File: config.mk
export PLATFORM = sky130hd
export DESIGN_NAME = mipi_dphy_tx_lane_sequencer
export DESIGN_NICKNAME = d
export VERILOG_FILES = /design/src/rtl/mipi_dphy_tx_pkg.sv /design/src/rtl/mipi_dphy_tx_timer.sv /design/src/rtl/mipi_dphy_tx_lane_sequencer.sv
export SDC_FILE = /design/constraint.sdc
export NUM_CORES = 1
export LEC_CHECK = 0
export BUFFER_PORTS_ARGS = -buffer_cell sky130_fd_sc_hd__buf_2
export CORE_UTILIZATION = 50
export CTS_CLUSTER_DIAMETER = 30
export DETAILED_ROUTE_END_ITERATION = 8
export PLACE_DENSITY = 0.77
export SETUP_SLACK_MARGIN = 0.02
export SLEW_MARGIN = 10
export SYNTH_ARGS = -nofsm -noshare
export SYNTH_HDL_FRONTEND = slang
export SYNTH_SLANG_ARGS = --single-unit
File: constraint.sdc
create_clock -name I_clk -period 2.1 [get_ports I_clk]
set_input_delay 0.105 -clock I_clk [delete_from_list [all_inputs] [get_ports I_clk]]
set_output_delay 0.105 -clock I_clk [all_outputs]
set_load 0.05 [all_outputs]
File: src/rtl/mipi_dphy_tx_pkg.sv
// Shared types and constants for the MIPI D-PHY TX lane sequencer.
// Holds the FSM state encoding, the HS sync byte and default timings.
package mipi_dphy_tx_pkg;

  typedef enum logic [2:0] {
    ST_IDLE,
    ST_LP01,
    ST_LP00,
    ST_HS_ZERO,
    ST_SYNC,
    ST_DATA,
    ST_TRAIL,
    ST_EXIT
  } state_t;

  localparam int         CNT_W           = 8;
  localparam logic [7:0] SYNC_BYTE       = 8'hB8;
  localparam logic [7:0] DEF_LPX_CYC     = 8'd4;
  localparam logic [7:0] DEF_PREPARE_CYC = 8'd4;
  localparam logic [7:0] DEF_ZERO_CYC    = 8'd16;
  localparam logic [7:0] DEF_TRAIL_CYC   = 8'd6;
  localparam logic [7:0] DEF_EXIT_CYC    = 8'd8;

endpackage

File: src/rtl/mipi_dphy_tx_timer.sv
// Loadable down-counter that times every sequencer state.
// Holds at zero until reloaded; O_zero flags the final cycle.
module mipi_dphy_tx_timer
  import mipi_dphy_tx_pkg::*;
(
  input  logic             I_clk,
  input  logic             I_rst,
  input  logic             I_load,
  input  logic [CNT_W-1:0] I_load_val,
  output logic             O_zero
);

  logic [CNT_W-1:0] r_cnt;

  always_ff @(posedge I_clk or posedge I_rst) begin
    if (I_rst) begin
      r_cnt <= '0;
    end else if (I_load) begin
      r_cnt <= I_load_val;
    end else if (r_cnt != '0) begin
      r_cnt <= r_cnt - CNT_W'(1);
    end
  end

  assign O_zero = (r_cnt == '0);

endmodule

File: src/rtl/mipi_dphy_tx_lane_sequencer.sv
// D-PHY TX data-lane sequencer: LP-11 -> SoT -> HS burst -> trail -> LP-11.
// Line outputs are a registered image of the FSM, one cycle behind it.
module mipi_dphy_tx_lane_sequencer
  import mipi_dphy_tx_pkg::*;
#(
  parameter int         LANE_NUM    = 4,
  parameter logic [7:0] LPX_CYC     = DEF_LPX_CYC,
  parameter logic [7:0] PREPARE_CYC = DEF_PREPARE_CYC,
  parameter logic [7:0] ZERO_CYC    = DEF_ZERO_CYC,
  parameter logic [7:0] TRAIL_CYC   = DEF_TRAIL_CYC,
  parameter logic [7:0] EXIT_CYC    = DEF_EXIT_CYC
) (
  input  logic                  I_clk,
  input  logic                  I_rst,
  input  logic                  I_hs_tx_valid,
  input  logic [8*LANE_NUM-1:0] I_hs_tx_data,
  input  logic                  I_hs_tx_last,
  output logic                  O_hs_tx_ready,
  output logic                  O_hs_en,
  output logic                  O_lp_dp,
  output logic                  O_lp_dn,
  output logic [8*LANE_NUM-1:0] O_lane_data,
  output logic                  O_busy,
  output logic                  O_underflow
);

  localparam int DW = 8 * LANE_NUM;

  state_t          r_state;
  logic            r_hs_en;
  logic            r_lp_dp;
  logic            r_lp_dn;
  logic [DW-1:0]   r_lane_data;
  logic [DW-1:0]   r_trail;
  logic [DW-1:0]   w_trail_src;
  logic [DW-1:0]   w_trail;
  logic            w_zero;
  logic            w_adv;
  logic            w_in_data;
  logic [CNT_W-1:0] w_load_val;

  mipi_dphy_tx_timer u_timer (
    .I_clk      (I_clk),
    .I_rst      (I_rst),
    .I_load     (w_adv),
    .I_load_val (w_load_val),
    .O_zero     (w_zero)
  );

  assign w_in_data     = (r_state == ST_DATA);
  assign O_hs_tx_ready = w_in_data;
  assign O_busy        = (r_state != ST_IDLE);
  assign O_underflow   = w_in_data && !I_hs_tx_valid;

  assign O_hs_en     = r_hs_en;
  assign O_lp_dp     = r_lp_dp;
  assign O_lp_dn     = r_lp_dn;
  assign O_lane_data = r_lane_data;

  // On starvation the trail follows the byte already on the wire.
  assign w_trail_src = I_hs_tx_valid ? I_hs_tx_data : r_lane_data;

  always_comb begin
    w_trail = '0;
    for (int n = 0; n < LANE_NUM; n++) begin
      w_trail[8*n +: 8] = {8{~w_trail_src[8*n+7]}};
    end
  end

  always_comb begin
    w_adv      = w_zero;
    w_load_val = '0;
    unique case (r_state)
      ST_IDLE: begin
        w_adv      = I_hs_tx_valid;
        w_load_val = LPX_CYC - 8'd1;
      end
      ST_LP01:    w_load_val = PREPARE_CYC - 8'd1;
      ST_LP00:    w_load_val = ZERO_CYC - 8'd1;
      ST_DATA: begin
        w_adv      = !I_hs_tx_valid || I_hs_tx_last;
        w_load_val = TRAIL_CYC - 8'd1;
      end
      ST_TRAIL:   w_load_val = EXIT_CYC - 8'd1;
      default:    w_load_val = '0;
    endcase
  end

  always_ff @(posedge I_clk or posedge I_rst) begin
    if (I_rst) begin
      r_state     <= ST_IDLE;
      r_hs_en     <= 1'b0;
      r_lp_dp     <= 1'b1;
      r_lp_dn     <= 1'b1;
      r_lane_data <= '0;
      r_trail     <= '0;
    end else begin
      r_hs_en     <= 1'b0;
      r_lp_dp     <= 1'b0;
      r_lp_dn     <= 1'b0;
      r_lane_data <= '0;
      unique case (r_state)
        ST_IDLE: begin
          r_lp_dp <= 1'b1;
          r_lp_dn <= 1'b1;
          if (w_adv) r_state <= ST_LP01;
        end
        ST_LP01: begin
          r_lp_dn <= 1'b1;
          if (w_adv) r_state <= ST_LP00;
        end
        ST_LP00: begin
          if (w_adv) r_state <= ST_HS_ZERO;
        end
        ST_HS_ZERO: begin
          r_hs_en <= 1'b1;
          if (w_adv) r_state <= ST_SYNC;
        end
        ST_SYNC: begin
          r_hs_en     <= 1'b1;
          r_lane_data <= {LANE_NUM{SYNC_BYTE}};
          if (w_adv) r_state <= ST_DATA;
        end
        ST_DATA: begin
          r_hs_en     <= 1'b1;
          r_lane_data <= I_hs_tx_valid ? I_hs_tx_data : w_trail;
          if (w_adv) begin
            r_trail <= w_trail;
            r_state <= ST_TRAIL;
          end
        end
        ST_TRAIL: begin
          r_hs_en     <= 1'b1;
          r_lane_data <= r_trail;
          if (w_adv) r_state <= ST_EXIT;
        end
        ST_EXIT: begin
          r_lp_dp <= 1'b1;
          r_lp_dn <= 1'b1;
          if (w_adv) r_state <= ST_IDLE;
        end
        default: r_state <= ST_IDLE;
      endcase
    end
  end

endmodule

**Word-level counts from Yosys, hierarchy flattened**

Index checks and enable logic that the tools add are counted.

- Bits of input ports: 36
- Word-level logic and storage cells: 60
- Output and inout bits: 38
- Register bits after elaboration: 71

- Bitwise logic cells: 4
- Add/subtract/negate cells: 1
- Reductions and logical operators: 14
- Equal/unequal tests: 15
- Multiplexer cells: 19

Operators with widths:

| cell | count |
|---|---|
| one-hot mux 32 bit (3 select lines) | 1 |
| two-way mux 32 bit | 2 |
| two-way mux 3 bit | 8 |
| one-hot mux 3 bit (8 select lines) | 1 |
| two-way mux 8 bit | 2 |
| inequality test 2 x 1 -> 1 bit (second input constant) | 8 |
| one-hot mux 4 bit (4 select lines) | 1 |
| equality test 3 bit (second input constant) | 4 |
| logical NOT 8 bit | 1 |
| AND reduction 8 bit | 1 |
| nonzero test 8 bit | 1 |
| subtractor 8 x 1 -> 8 bit (second input constant) | 1 |
| equality test 3 x 2 -> 1 bit (second input constant) | 2 |
| NOT 1 bit | 4 |
| OR reduction 2 bit | 2 |
| OR reduction 4 bit | 1 |
| equality test 3 x 1 -> 1 bit (second input constant) | 1 |
| logical NOT 3 bit | 1 |
| two-way mux 1 bit | 3 |
| nonzero test 3 bit | 1 |
| OR reduction 3 bit | 1 |
| one-hot mux 1 bit (2 select lines) | 1 |
| AND reduction 2 bit | 1 |
| nonzero test 2 bit | 1 |
| other kinds (3) | 3 |

**Longest topological paths before layout**

- Depth in word-level cells: 5
- Depth in mapped cells: 8
- Mapped depth without buffers: 7

**Hierarchy**

A second synthesis with hierarchy kept.

- Cell total of the unflattened synthesis: 248
- Area, all modules: 2,414.8 um^2

By module, submodules not included:

| module | seq. area each (um^2) | area an instance (um^2) | cells each | instances |
|---|---|---|---|---|
| mipi_dphy_tx_lane_sequencer | 1,053.5 | 1,918.1 | 192 | 1 |
| mipi_dphy_tx_timer | 200.2 | 496.7 | 56 | 1 |

**Least setup slack after synthesis**

Ideal clock, no wire load.

- Path kind: flip-flop to flip-flop
- Start point: reg r_state[0]
- End point: reg r_state[1]
- Data required time: 1,973 ps
- Buffers on the path: 0
- Stages on the path, launching flop included: 7
- Library setup time: 127 ps
- Path slack: 77 ps
- Arrival time: 1,896 ps
- Clock period less this slack: 2,023 ps
- Cell sequence: dfrtp_1 -> inv_1 -> ha_1 -> nand2b_1 -> a2bb2oi_2 -> a21o_1 -> mux2_1

- Cells in the longest elaborated chain, start to end: 4
- Elaborated cells on any way between the ends: 19
- Those cells by class: eq/ne: 15; mux: 2; reduce/logical: 2

Ends and longest elaborated chain:

| item | line | text |
|---|---|---|
| start: declaration | mipi_dphy_tx_lane_sequencer.sv:29 | `state_t r_state;` |
| start signal: assignment | mipi_dphy_tx_lane_sequencer.sv:91 | `r_state <= ST_IDLE;` |
| start signal: assignment | mipi_dphy_tx_lane_sequencer.sv:106 | `if (w_adv) r_state <= ST_LP01;` |
| start signal: assignment | mipi_dphy_tx_lane_sequencer.sv:110 | `if (w_adv) r_state <= ST_LP00;` |
| equality test 3 bit / logical NOT 3 bit (equally long branches) | mipi_dphy_tx_lane_sequencer.sv:73, mipi_dphy_tx_lane_sequencer.sv:102 |  |
| one-hot mux 1 bit (2 select lines) | mipi_dphy_tx_lane_sequencer.sv:73 | `unique case (r_state)` |
| inequality test 2 x 1 -> 1 bit (no line) | -- |  |
| AND reduction 8 bit (no line) | -- |  |

Several ways; a longest one is shown, not always the timed one.
A chain may end at the register's enable or synchronous reset.

**Worst setup path in the final report**

- Start point: reg r_state[1]
- End point: reg r_state[1]

The elaborated chain is that of the path after synthesis.

==> flow_metrics.tcl <==
set metrics [dict create \
    maxCapViolations 0 \
    avgSynthCellArea_sq_um 10.7 \
    fmax_mhz 512 \
    io_buffers 73 \
    critPathLaunchType "register" \
    drc 0 \
    dr.first_iter.drc_count 79 \
    worstHoldPathType "in -> reg" \
    synth.distinct_cells 40 \
    vias_per_cell 5.28 \
    fin_worst_skew_ns 0.0131 \
    cts_tree "done" \
    ir_drop_mv 0.417 \
    path_max_fanout 7 \
    ant_nets 0 \
    synth-simple-area-share 0.177 \
    required_ns 2.28 \
    grt_pass1_wl_um 7940 \
    power_per_cell_area_nw_per_um2 594 \
    worst_slew_pin_slew_ns 0.546 \
    synth-edff-count 0 \
    grt_use_total 0.207 \
    num_rows 24 \
    start_util 0.525 \
    grt_pass1_vias 1741 \
    dr.pass1.iters 5 \
    critPathKind "reg -> reg" \
    leakage_nw 1.54 \
    gp_congestion 0.882 \
    antenna_found_initial 0 \
    cts_max_path_buffers 2 \
    grt_max_degree 41 \
    yosys_warnings 0 \
    setup_tns_ns 0 \
    async_flop_share 1.00 \
    clock_sinks 50 \
    hold_viol 0 \
    coreArea_sq_um 4410 \
    vias 1853 \
    routedWlPerCell_um 13.5 \
    muxShareOfSynthArea 0.0567 \
    arrival_ns 2.14 \
    area_delta_synth_final_pct 25.3 \
    synthAdderAreaFrac 0.0324 \
    seq_area_frac_synth 0.541 \
    diodes 0 \
    dp_hpwl_um 3630 \
    layout-drive-gt1-share 0.331 \
    min_period_over_period 0.930 \
    final_max_slew_viol_count 0 \
    die_y_um 70.1 \
    worstSetupEndpointType "register" \
    setup_viol 0 \
    clkLatencyLatePin_ns 0.31 \
    io_pins 74 \
    clkTransAtPathRegs_ns 0.09 \
    synthCells 217 \
    numCtsBuffers 5 \
    grt_setup_unrepaired "false" \
    grt-ovfl-total 0 \
    synth_xor_area_frac 0.0113 \
    synth_ff_type "dfrtp_1" \
    maxSlewHeadroom 0.633 \
    synth_compound_area_frac 0.149 \
    root_buffer "clkbuf_8" \
    die_w_um 70.1 \
    fin_hold_ws_ns 0.0380 \
    postSynthNetCount 259 \
    period_needed_ns 1.95 \
    dieArea_sq_um 4910 \
    drt_wl_total_um 4760 \
    syn-cell-area_sq_um 2320 \
    layout.nets 340 \
    ys_seq_elements 50 \
    synth_top_family_by_area "simple AND/OR/NAND/NOR gates" \
    outcome "complete, no violations" \
    htreeDepth 2 \
]
[critical path, stage by stage (launching register included)]
cell and delay (ns):
dfrtp_1 0.45, inv_1 0.10, ha_1 0.28, mux2_4 0.30, a21o_1 0.19, a21o_1 0.22, mux2_1 0.31
[power by group]
| part | internal (mW) | switching, mW | leakage, nW |
|---|---|---|---|
| combinational | 0.0477 | 0.0495 | 0.823 |
| clock | 0.355 | 0.309 | 0.0514 |
| sequential | 0.962 | 0 | 0.667 |
[registers in the layout (all words and copies together) (netlist names)]
name	cells
O_hs_en	1
r_state	3
O_lane_data	32
u_timer.r_cnt	8
r_trail	4
O_lp_dn	1
O_lp_dp	1
[area by class of cell]
cell class / instances / area, sq um
fillers: 369 / 1510
flip-flops and latches: 50 / 1250
multi-input cells: 148 / 1000
repair buffers: 81 / 428
clock buffers: 6 / 72.6
well taps: 52 / 65.1
inverters: 12 / 45.0
clock inverters: 2 / 37.5
[path summary, 6_finish.rpt]
check	end	start	slack, ns	cells after the start
worst max-delay path	r_state[1]	r_state[1]	0.15	6
worst min-delay path	O_lane_data[10]	I_hs_tx_data[10]	0.04	3
worst max register to register	r_state[1]	r_state[1]	0.15	6
worst min register to register	r_trail[15]	r_trail[15]	0.51	1
max in group asynchronous	r_trail[7]	I_rst	1.16	4
min in group asynchronous	O_lane_data[5]	I_rst	0.35	3
[what timing repair did]
action	CTS	global route
endpoints found under the setup margin	0	8
hold endpoints to repair	18	0
setup buffers	0	0
gates resized for setup	0	2
hold buffers	1	0
[cells by family (layout without fill, tap and decap cells)]
group	count (synthesis)	in the layout
compound gates	58	58
xor+xnor	3	3
fa+ha+maj	6	6
buf+inv	19	101
flops	50	50
mux	12	12
simple gates	69	69
[placed cells by master, fill, tap and decap left out, drive strengths merged]
cell and count:
a2111oi 1, a211o 1, a211oi 3, a21o 3, a21oi 4, a22oi 1
a2bb2oi 1, a31o 1, a31oi 2, a32o 1, and2 3, buf 80
bufinv 1, clkbuf 6, clkinvlp 1, dfrtp 48, dfstp 2, dlygate4sd3 1
ha 6, inv 12, mux2 6, mux2i 6, nand2 8, nand2b 1
nand3 4, nor2 9, nor2b 35, nor3 3, nor3b 1, nor4 2
nor4b 1, o2111a 1, o21ai 38, o31ai 1, or4 2, xnor2 2
xor2 1
[metal layers]
layer	track usage	up-vias	wire length, um
met2	0.355	57	2350
met1	0.251	883	2060
li1	-	906	-
met5	0	-	0
met4	0.0867	0	80
met3	0.0476	7	266
[through the flow]
step,total power [mW],cells,utilization,area (sq um),setup WS (ns)
after detailed placement,1.08,342,0.628,2770,0.109
after global placement,1.07,342,0.628,2770,0.222
final,1.72,351,0.658,2900,0.148
after floorplan,1.03,217,-,2320,0.0769
after CTS,1.74,351,0.655,2890,0.0914
after global routing,1.79,351,0.658,2900,0.0544
[synthesized netlist by cell type (all sizes together), types with 2 or more instances]
cell type / n / share of area
xnor2: 2 / 0.0076
mux2: 6 / 0.031
a211oi: 3 / 0.0097
ha: 6 / 0.032
dfstp: 2 / 0.023
nor2b: 35 / 0.094
clkbuf: 6 / 0.0097
or4: 2 / 0.0081
a21o: 3 / 0.0097
nor4: 2 / 0.0081
mux2i: 6 / 0.026
and2: 3 / 0.0081
dfrtp: 48 / 0.52
nand3: 4 / 0.0086
nand2: 8 / 0.013
nor3: 3 / 0.0065
o21ai: 38 / 0.082
a31oi: 2 / 0.0054
a21oi: 4 / 0.0086
nor2: 9 / 0.016
inv: 12 / 0.019
Note: power is estimated with default switching activity, not from simulation.
